<file path="config.mk">
export PLATFORM = sky130hd
export DESIGN_NAME = nios_system_descriptor_fetcher_flat
export DESIGN_NICKNAME = d
export VERILOG_FILES = /design/src/rtl/nios_system_desc_pkg.sv /design/src/rtl/nios_system_descriptor_fetcher_if.sv /design/src/rtl/nios_system_desc_rsp_capture.sv /design/src/rtl/nios_system_descriptor_fetcher.sv /design/src/flat_wrapper.sv
export SDC_FILE = /design/constraint.sdc
export NUM_CORES = 1
export LEC_CHECK = 0
export BUFFER_PORTS_ARGS = -buffer_cell sky130_fd_sc_hd__buf_2
export CAP_MARGIN = 20
export CELL_PAD_IN_SITES_DETAIL_PLACEMENT = 0
export CELL_PAD_IN_SITES_GLOBAL_PLACEMENT = 1
export CORE_MARGIN = 3
export CORE_UTILIZATION = 30
export CTS_CLUSTER_DIAMETER = 50
export DETAILED_ROUTE_END_ITERATION = 12
export GPL_TIMING_DRIVEN = 0
export PLACE_DENSITY = 0.79
export RECOVER_POWER = 25
export SETUP_SLACK_MARGIN = 0.3
export SYNTH_ARGS = -nofsm -noshare
export SYNTH_HDL_FRONTEND = slang
export SYNTH_SLANG_ARGS = --single-unit
export TNS_END_PERCENT = 10
</file>
<file path="constraint.sdc">
create_clock -name clk -period 2.7 [get_ports clk]
set_input_delay 0.27 -clock clk [delete_from_list [all_inputs] [get_ports clk]]
set_output_delay 0.27 -clock clk [all_outputs]
set_load 0.01 [all_outputs]
</file>
<file path="src/rtl/nios_system_desc_pkg.sv">
// Shared types and constants for the descriptor fetcher: FSM states, descriptor word
// offsets, ctrl-byte bit positions and error codes.
package nios_system_desc_pkg;

   typedef enum logic [3:0] {
      IDLE,
      FETCH,
      CHECK,
      PRESENT,
      WAIT_DONE,
      WB_CTRL,
      WB_LEN,
      NEXT,
      ERR
   } fetch_state_e;

   localparam logic [1:0] W_BUF  = 2'd0;
   localparam logic [1:0] W_NEXT = 2'd1;
   localparam logic [1:0] W_CTRL = 2'd2;
   localparam logic [1:0] W_LEN  = 2'd3;

   localparam int OWNED_BIT      = 7;
   localparam int STOP_AFTER_BIT = 6;
   localparam int EOP_BIT        = 0;

   localparam logic [1:0] ERR_NONE     = 2'd0;
   localparam logic [1:0] ERR_MISALIGN = 2'd1;
   localparam logic [1:0] ERR_LOOP     = 2'd2;
   localparam logic [1:0] ERR_STOP     = 2'd3;

   // Written-back ctrl byte hands ownership back to software.
   function automatic logic [7:0] clear_owned(input logic [7:0] ctrl);
      return ctrl & ~(8'h01 << OWNED_BIT);
   endfunction

endpackage

</file>
<file path="src/rtl/nios_system_descriptor_fetcher_if.sv">
// Avalon-MM bus between the descriptor fetcher (master) and the descriptor memory (slave).
interface nios_system_descriptor_fetcher_if #(
   parameter int ADDR_W = 10
);
   logic [ADDR_W-1:0] m_address;
   logic              m_read;
   logic              m_write;
   logic [3:0]        m_byteenable;
   logic [31:0]       m_writedata;
   logic [31:0]       m_readdata;
   logic              m_waitrequest;
   logic              m_readdatavalid;

   modport master (
      output m_address, m_read, m_write, m_byteenable, m_writedata,
      input  m_readdata, m_waitrequest, m_readdatavalid
   );

   modport slave (
      input  m_address, m_read, m_write, m_byteenable, m_writedata,
      output m_readdata, m_waitrequest, m_readdatavalid
   );
endinterface

</file>
<file path="src/rtl/nios_system_desc_rsp_capture.sv">
// Tracks outstanding descriptor reads and stores the in-order responses into four word
// registers; strays arriving with nothing outstanding are dropped.
module nios_system_desc_rsp_capture (
   input  logic             clk,
   input  logic             reset_n,
   input  logic             issue,
   input  logic             rsp_valid,
   input  logic [31:0]      rsp_data,
   output logic [3:0][31:0] words,
   output logic             last_rsp
);
   logic [2:0] outstanding;
   logic [1:0] rsp_cnt;
   logic       rsp_take;

   assign rsp_take = rsp_valid && (outstanding != 3'd0);
   assign last_rsp = rsp_take && (rsp_cnt == 2'd3);

   always_ff @(posedge clk) begin
      if (!reset_n) begin
         outstanding <= 3'd0;
         rsp_cnt     <= 2'd0;
         words       <= '0;
      end else begin
         outstanding <= outstanding + 3'(issue) - 3'(rsp_take);
         if (rsp_take) begin
            words[rsp_cnt] <= rsp_data;
            rsp_cnt        <= rsp_cnt + 2'd1;
         end
      end
   end
endmodule

</file>
<file path="src/rtl/nios_system_descriptor_fetcher.sv">
// Walks a linked list of 4-word DMA descriptors over Avalon-MM and feeds the MAC datapath.
// Build option DESC_FETCH_IRQ_EN adds irq/irq_ack.
//
// state     | meaning
// IDLE      | waiting for start
// FETCH     | pipelined reads of w0..w3
// CHECK     | inspect OWNED_BY_HW
// PRESENT   | descriptor offered to datapath
// WAIT_DONE | waiting for datapath completion
// WB_CTRL   | write ctrl/status half of w2
// WB_LEN    | write actual length into w3
// NEXT      | count descriptor, follow next pointer
// ERR       | flag error, back to IDLE
module nios_system_descriptor_fetcher
   import nios_system_desc_pkg::*;
#(
   parameter int ADDR_W    = 10,
   parameter int MAX_CHAIN = 1023
) (
   input  logic        clk,
   input  logic        reset_n,
   input  logic        start,
   input  logic [31:0] head_ptr,
   input  logic        stop,
   output logic        busy,
   nios_system_descriptor_fetcher_if.master bus,
   output logic        desc_valid,
   input  logic        desc_ready,
   output logic [31:0] desc_buf_addr,
   output logic [15:0] desc_length,
   output logic        desc_eop,
   input  logic        done_valid,
   output logic        done_ready,
   input  logic [15:0] done_actual_len,
   input  logic [7:0]  done_status,
   output logic        chain_end,
   output logic        error,
   output logic [1:0]  err_code
`ifdef DESC_FETCH_IRQ_EN
   ,
   output logic        irq,
   input  logic        irq_ack
`endif
);
   localparam int CNT_W = $clog2(MAX_CHAIN + 1);

   fetch_state_e      state, state_nx;
   logic [31:0]       ptr;
   logic [2:0]        issue_cnt;
   logic [CNT_W-1:0]  desc_cnt, desc_cnt_inc;
   logic [15:0]       act_len;
   logic [7:0]        act_status;
   logic [1:0]        err_nx;
   logic              chain_end_nx;
   logic [3:0][31:0]  words;
   logic              last_rsp;
   logic              rd_req, wr_req, rd_accept;
   logic [1:0]        word_off;
   logic [3:0]        be;
   logic [31:0]       wdata;
   logic [7:0]        ctrl;
   logic [31:0]       next_ptr;
   logic [ADDR_W-1:0] base;
   logic              unused_ok;

   assign ctrl         = words[W_CTRL][31:24];
   assign next_ptr     = words[W_NEXT];
   assign base         = ptr[ADDR_W+1:2];
   assign desc_cnt_inc = desc_cnt + CNT_W'(1);
   assign unused_ok    = ^{ptr, words[W_LEN], words[W_CTRL][23:16]};

   nios_system_desc_rsp_capture u_capture (
      .clk       (clk),
      .reset_n   (reset_n),
      .issue     (rd_accept),
      .rsp_valid (bus.m_readdatavalid),
      .rsp_data  (bus.m_readdata),
      .words     (words),
      .last_rsp  (last_rsp)
   );

   assign rd_accept        = rd_req && !bus.m_waitrequest;
   assign bus.m_read       = rd_req;
   assign bus.m_write      = wr_req;
   assign bus.m_byteenable = be;
   assign bus.m_writedata  = wdata;
   assign bus.m_address    = (rd_req || wr_req) ? base + ADDR_W'(word_off) : '0;

   assign busy          = (state != IDLE);
   assign desc_buf_addr = words[W_BUF];
   assign desc_length   = words[W_CTRL][15:0];
   assign desc_eop      = ctrl[EOP_BIT];

   always_comb begin
      state_nx     = state;
      chain_end_nx = 1'b0;
      err_nx       = ERR_NONE;
      rd_req       = 1'b0;
      wr_req       = 1'b0;
      word_off     = W_BUF;
      be           = 4'hF;
      wdata        = 32'h0;
      desc_valid   = 1'b0;
      done_ready   = 1'b0;
      case (state)
         IDLE: begin
            if (start) begin
               err_nx   = ERR_MISALIGN;
               state_nx = (head_ptr[1:0] != 2'b00) ? ERR : FETCH;
            end
         end
         FETCH: begin
            rd_req   = (issue_cnt != 3'd4);
            word_off = issue_cnt[1:0];
            if (last_rsp) state_nx = CHECK;
         end
         CHECK: begin
            if (!ctrl[OWNED_BIT]) begin
               state_nx     = IDLE;
               chain_end_nx = 1'b1;
            end else begin
               state_nx = PRESENT;
            end
         end
         PRESENT: begin
            // An abort wins over a same-cycle accept so nothing half-started reaches the MAC.
            if (stop) begin
               state_nx = ERR;
               err_nx   = ERR_STOP;
            end else begin
               desc_valid = 1'b1;
               if (desc_ready) state_nx = WAIT_DONE;
            end
         end
         WAIT_DONE: begin
            done_ready = 1'b1;
            if (done_valid) state_nx = WB_CTRL;
         end
         WB_CTRL: begin
            wr_req   = 1'b1;
            word_off = W_CTRL;
            be       = 4'b1100;
            wdata    = {clear_owned(ctrl), act_status, 16'h0};
            if (!bus.m_waitrequest) state_nx = WB_LEN;
         end
         WB_LEN: begin
            wr_req   = 1'b1;
            word_off = W_LEN;
            be       = 4'b0011;
            wdata    = {16'h0, act_len};
            if (!bus.m_waitrequest) state_nx = NEXT;
         end
         NEXT: begin
            if (ctrl[STOP_AFTER_BIT] || stop) begin
               state_nx     = IDLE;
               chain_end_nx = 1'b1;
            end else if (desc_cnt_inc == CNT_W'(MAX_CHAIN)) begin
               state_nx = ERR;
               err_nx   = ERR_LOOP;
            end else if (next_ptr[1:0] != 2'b00) begin
               state_nx = ERR;
               err_nx   = ERR_MISALIGN;
            end else begin
               state_nx = FETCH;
            end
         end
         ERR:     state_nx = IDLE;
         default: state_nx = IDLE;
      endcase
   end

   always_ff @(posedge clk) begin
      if (!reset_n) begin
         state      <= IDLE;
         ptr        <= 32'h0;
         issue_cnt  <= 3'd0;
         desc_cnt   <= '0;
         act_len    <= 16'h0;
         act_status <= 8'h0;
         chain_end  <= 1'b0;
         error      <= 1'b0;
         err_code   <= ERR_NONE;
      end else begin
         state     <= state_nx;
         chain_end <= chain_end_nx;
         issue_cnt <= (state == FETCH) ? issue_cnt + 3'(rd_accept) : 3'd0;
         if (state == IDLE && start) begin
            ptr      <= head_ptr;
            desc_cnt <= '0;
         end
         if (state == NEXT) begin
            ptr      <= next_ptr;
            desc_cnt <= desc_cnt_inc;
         end
         if (state == WAIT_DONE && done_valid) begin
            act_len    <= done_actual_len;
            act_status <= done_status;
         end
         if (state_nx == ERR) begin
            error    <= 1'b1;
            err_code <= err_nx;
         end else if (state == IDLE && start) begin
            error    <= 1'b0;
            err_code <= ERR_NONE;
         end
      end
   end

`ifdef DESC_FETCH_IRQ_EN
   always_ff @(posedge clk) begin
      if (!reset_n)                      irq <= 1'b0;
      else if (chain_end || state == ERR) irq <= 1'b1;
      else if (irq_ack)                  irq <= 1'b0;
   end
`endif

endmodule

</file>
<file path="src/flat_wrapper.sv">
// flat-port wrapper written by rule: the top's interface ports become plain ports
module nios_system_descriptor_fetcher_flat import nios_system_desc_pkg::*;
#(
   parameter int ADDR_W    = 10,
   parameter int MAX_CHAIN = 1023
)
  (clk, reset_n, start, head_ptr, stop, busy, desc_valid, desc_ready, desc_buf_addr, desc_length, desc_eop, done_valid, done_ready, done_actual_len, done_status, chain_end, error, err_code, bus_m_address, bus_m_read, bus_m_write, bus_m_byteenable, bus_m_writedata, bus_m_readdata, bus_m_waitrequest, bus_m_readdatavalid);
  nios_system_descriptor_fetcher_if #(.ADDR_W(ADDR_W)) bus_i ();
  input  logic clk;
  input  logic reset_n;
  input  logic start;
  input  logic [31:0] head_ptr;
  input  logic stop;
  output logic busy;
  output logic desc_valid;
  input  logic desc_ready;
  output logic [31:0] desc_buf_addr;
  output logic [15:0] desc_length;
  output logic desc_eop;
  input  logic done_valid;
  output logic done_ready;
  input  logic [15:0] done_actual_len;
  input  logic [7:0] done_status;
  output logic chain_end;
  output logic error;
  output logic [1:0] err_code;
  output wire logic [$bits(bus_i.m_address)-1:0] bus_m_address;
  output wire logic [$bits(bus_i.m_read)-1:0] bus_m_read;
  output wire logic [$bits(bus_i.m_write)-1:0] bus_m_write;
  output wire logic [$bits(bus_i.m_byteenable)-1:0] bus_m_byteenable;
  output wire logic [$bits(bus_i.m_writedata)-1:0] bus_m_writedata;
  input wire logic [$bits(bus_i.m_readdata)-1:0] bus_m_readdata;
  input wire logic [$bits(bus_i.m_waitrequest)-1:0] bus_m_waitrequest;
  input wire logic [$bits(bus_i.m_readdatavalid)-1:0] bus_m_readdatavalid;
  assign bus_m_address = bus_i.m_address;
  assign bus_m_read = bus_i.m_read;
  assign bus_m_write = bus_i.m_write;
  assign bus_m_byteenable = bus_i.m_byteenable;
  assign bus_m_writedata = bus_i.m_writedata;
  assign bus_i.m_readdata = bus_m_readdata;
  assign bus_i.m_waitrequest = bus_m_waitrequest;
  assign bus_i.m_readdatavalid = bus_m_readdatavalid;
  nios_system_descriptor_fetcher #(.ADDR_W(ADDR_W), .MAX_CHAIN(MAX_CHAIN)) u_core (.clk(clk), .reset_n(reset_n), .start(start), .head_ptr(head_ptr), .stop(stop), .busy(busy), .bus(bus_i), .desc_valid(desc_valid), .desc_ready(desc_ready), .desc_buf_addr(desc_buf_addr), .desc_length(desc_length), .desc_eop(desc_eop), .done_valid(done_valid), .done_ready(done_ready), .done_actual_len(done_actual_len), .done_status(done_status), .chain_end(chain_end), .error(error), .err_code(err_code));
endmodule
</file>
==> metrics.cfg <==
[grt]
grt_pass1_wl_mm=28.2
antenna_found_initial=1
grt_pass1_vias=5406
grt_max_degree=17
grt_util_all_layers_pct=16.1
grt.overflow.total=0

[cts]
clk_pin_slew_ns=0.06
clock_latency_ns=0.42
cts_root_buf=clkbuf_16
cts.sinks=128
cts-htree-levels=4
numCtsBuffers=17
clk_path_buf_depth=2
cts_tree=done

[drt]
routedWlPerCell_um=13.9
met3_length_um=978
first_iter_violations=198
first_pass_iters=4
wl_met2_mm=8.35
m1WireLength_mm=7.88
wl_mm=17.4
vias=5533
drc_errors=0
drtAntennaViolNets=0
dr.max_layer_used=met5
vias_per_cell=4.44

[setup_path]
worstRegToRegCells=14
end_kind=output pin
crit_start=u_core.state[0]
crit_type=reg -> out
r2r-start=u_core.state[1]
cp_max_fo=4
worst_r2r_endpoint=u_core.u_capture.outstanding[2]
worst_ep_required_time_ns=2.43
start_kind=flop
cp-endpoint=bus_m_address[6]
arrival_ns=2.32
rrSetupSlack_ns=0.13

[sta]
finalHoldViolCount=0
skew_ns=0.00725
fin_crit_sh_pct=96.1
holdWs_ns=0.0857
fmax_ghz=0.385
slew_viol_final=0
worstMarginPinSlew_ns=0.631
min_period_ns=2.59
finalSetupViolations=0
max_slew_margin_pct=58.0
rsz0062_at_grt=yes

[floorplan]
start_util_pct=30.7
die_w_um=147
die_h_um=147
core_mm2=0.0196
rows=51
floorplan.die_area_mm2=0.0217
io-pin-count=200

[run_status]
status=complete, no violations

[yosys]
seq_area_frac_synth_pct=42.7
synthDistinctLibCells=52
synth_edf_count=0
synthesis.area_mm2=0.00600
yosysWarningCount=0
synthFlopType=dfxtp_1
synthCells=760
syn_area_per_cell_um2=7.90
ys_ff_latch=128
synth_nets=870
async_flop_share_pct=0

[layout]
diodes=0
post_route_cells_drive_above_1_share_pct=27.1
final_util_pct=40.5
syn_to_final_growth_pct=32.1
final_nets=1079

[job]
drv_cap=0

[pwr]
power.density_mw_per_mm2=692
vdd_ir_drop_max_v=0.000422
p_total_w=0.00549
total_leakage_power_nw=3.37

[hold_path]
hold_depth=3
hp-class=in -> reg

[placement]
place.gp.congestion=0.815
dpl.hpwl_mm=13.3
numPortBuffers=178

[worst min path at each step]
| stage | start | to | slack (ns) |
|---|---|---|---|
| detailed placement | u_core.act_status[5] | u_core.act_status[5] | 0.44 |
| floorplan | done_actual_len[0] | u_core.act_len[0] | 0.41 |
| global route | done_actual_len[12] | u_core.act_len[12] | 0.07 |
| CTS | done_actual_len[2] | u_core.act_len[2] | 0.06 |
| finish | done_actual_len[2] | u_core.act_len[2] | 0.09 |
| global placement | u_core.act_len[12] | u_core.act_len[12] | 0.44 |
[layout by cell type (no fill, tap or decap), types with 4 or more instances in the layout]
master     instances
nand2_1          205
buf_2            138
dfxtp_1          125
a21oi_1          108
clkbuf_1          83
buf_4             63
nor2_1            41
and3_1            23
and2_1            22
clkbuf_16         17
o21ai_0           11
mux2i_1           11
ha_1              11
a211oi_1          10
xnor2_1            7
xor2_1             7
nand3_1            6
nor3_1             5
a31oi_1            5
inv_1              5
nand4_1            4
buf_6              4
clkinv_2           4
[logic make-up (layout without fill, tap and decap cells)]
family	count (synthesis)	count (layout)	share of synthesized area, %
AOI/OAI and AO/OA	150	150	13.9
xor gates and xnor gates	14	14	2.04
adders and majority gates	14	14	3.17
buffers and inverters	105	327	10.8
DFF	128	128	42.7
muxes	11	11	1.83
other	1	1	0.0625
and+or+nand+nor	337	337	25.5
[power breakdown]
part	total (W)	switching (W)	leakage [nW]	internal, W
clock network	0.00222	0.000842	0.274	0.00138
registers	0.00219	0.000111	1.04	0.00207
logic	0.00109	0.000618	2.06	0.000469
[registers in the layout (all words and copies together) (netlist names)]
signal,flops
u_core.chain_end,1
u_core.act_status,8
u_core.err_code,2
u_core.ptr,10
u_core.error,1
u_core.state,4
u_core.u_capture.rsp_cnt,2
u_core.u_capture.words,68
u_core.act_len,16
u_core.issue_cnt,3
u_core.u_capture.outstanding,3
u_core.desc_cnt,10
[stage by stage]
step | area (um2) | setup WS (ns) | TNS (ns) | cells
floorplan | 6030 | 0.150 | 0 | 760
global placement | 7250 | -0.311 | -1.92 | 1203
detailed placement | 7250 | -0.291 | -2.02 | 1203
CTS | 7990 | 0.0477 | 0 | 1246
global route | 7930 | -0.0771 | -0.370 | 1247
finish | 7930 | 0.106 | 0 | 1247
[metal layers]
layer | GRT usage (%) | up-vias
met5 | 0 | -
met4 | 3.87 | 2
met3 | 5.43 | 15
met2 | 26.6 | 119
met1 | 20.5 | 2507
li1 | - | 2890
[Yosys cell counts, drive strengths merged, types with 2 or more instances]
cell type	count	area, um2
mux2i	11	110
ha	12	150
dfxtp	128	2560
and2b	2	16.3
buf	72	526
clkbuf	25	93.8
o31a	2	17.5
nand3	10	62.6
a21o	3	22.5
and3	23	144
a21boi	2	18.8
a211oi	10	75.1
xor2	7	61.3
nand2	206	773
nor3	8	61.3
fa	2	40.0
nor2	45	179
o21ai	13	65.1
a31oi	5	31.3
nor2b	4	25.0
inv	7	26.3
nand2b	4	27.5
and2	22	138
nand4	4	25.0
nand4b	3	32.5
a21oi	109	546
xnor2	7	61.3
nand3b	2	15.0
[critical path, cell delays in order (launching register included)]
cell      delay (ns)
dfxtp_2         0.33
buf_6           0.09
nand2b_4        0.15
nor2_4          0.05
buf_8           0.12
inv_6           0.05
nand2_4         0.05
ha_4            0.17
fa_2            0.44
nand3_2         0.10
xor2_1          0.15
nor2_1          0.05
buf_2           0.16
[layout make-up]
type / count / area, um2
fillers: 2075 / 11700
multi-input cells: 527 / 2880
flip-flops and latches: 128 / 2570
repair buffers: 190 / 911
plain buffers: 97 / 639
clock buffers: 22 / 454
well taps: 265 / 332
clock inverters: 10 / 113
inverters: 8 / 35.0
[what timing repair did]
| item | in CTS | in global routing |
|---|---|---|
| pin swaps | 11 | 3 |
| endpoints found under the setup margin | 23 | 21 |
| setup buffers | 11 | 1 |
| endpoints found under the hold margin | 0 | 0 |
| gates resized for setup | 24 | 4 |
| hold buffers | 0 | 0 |
Note: power is estimated with default switching activity, not from simulation.
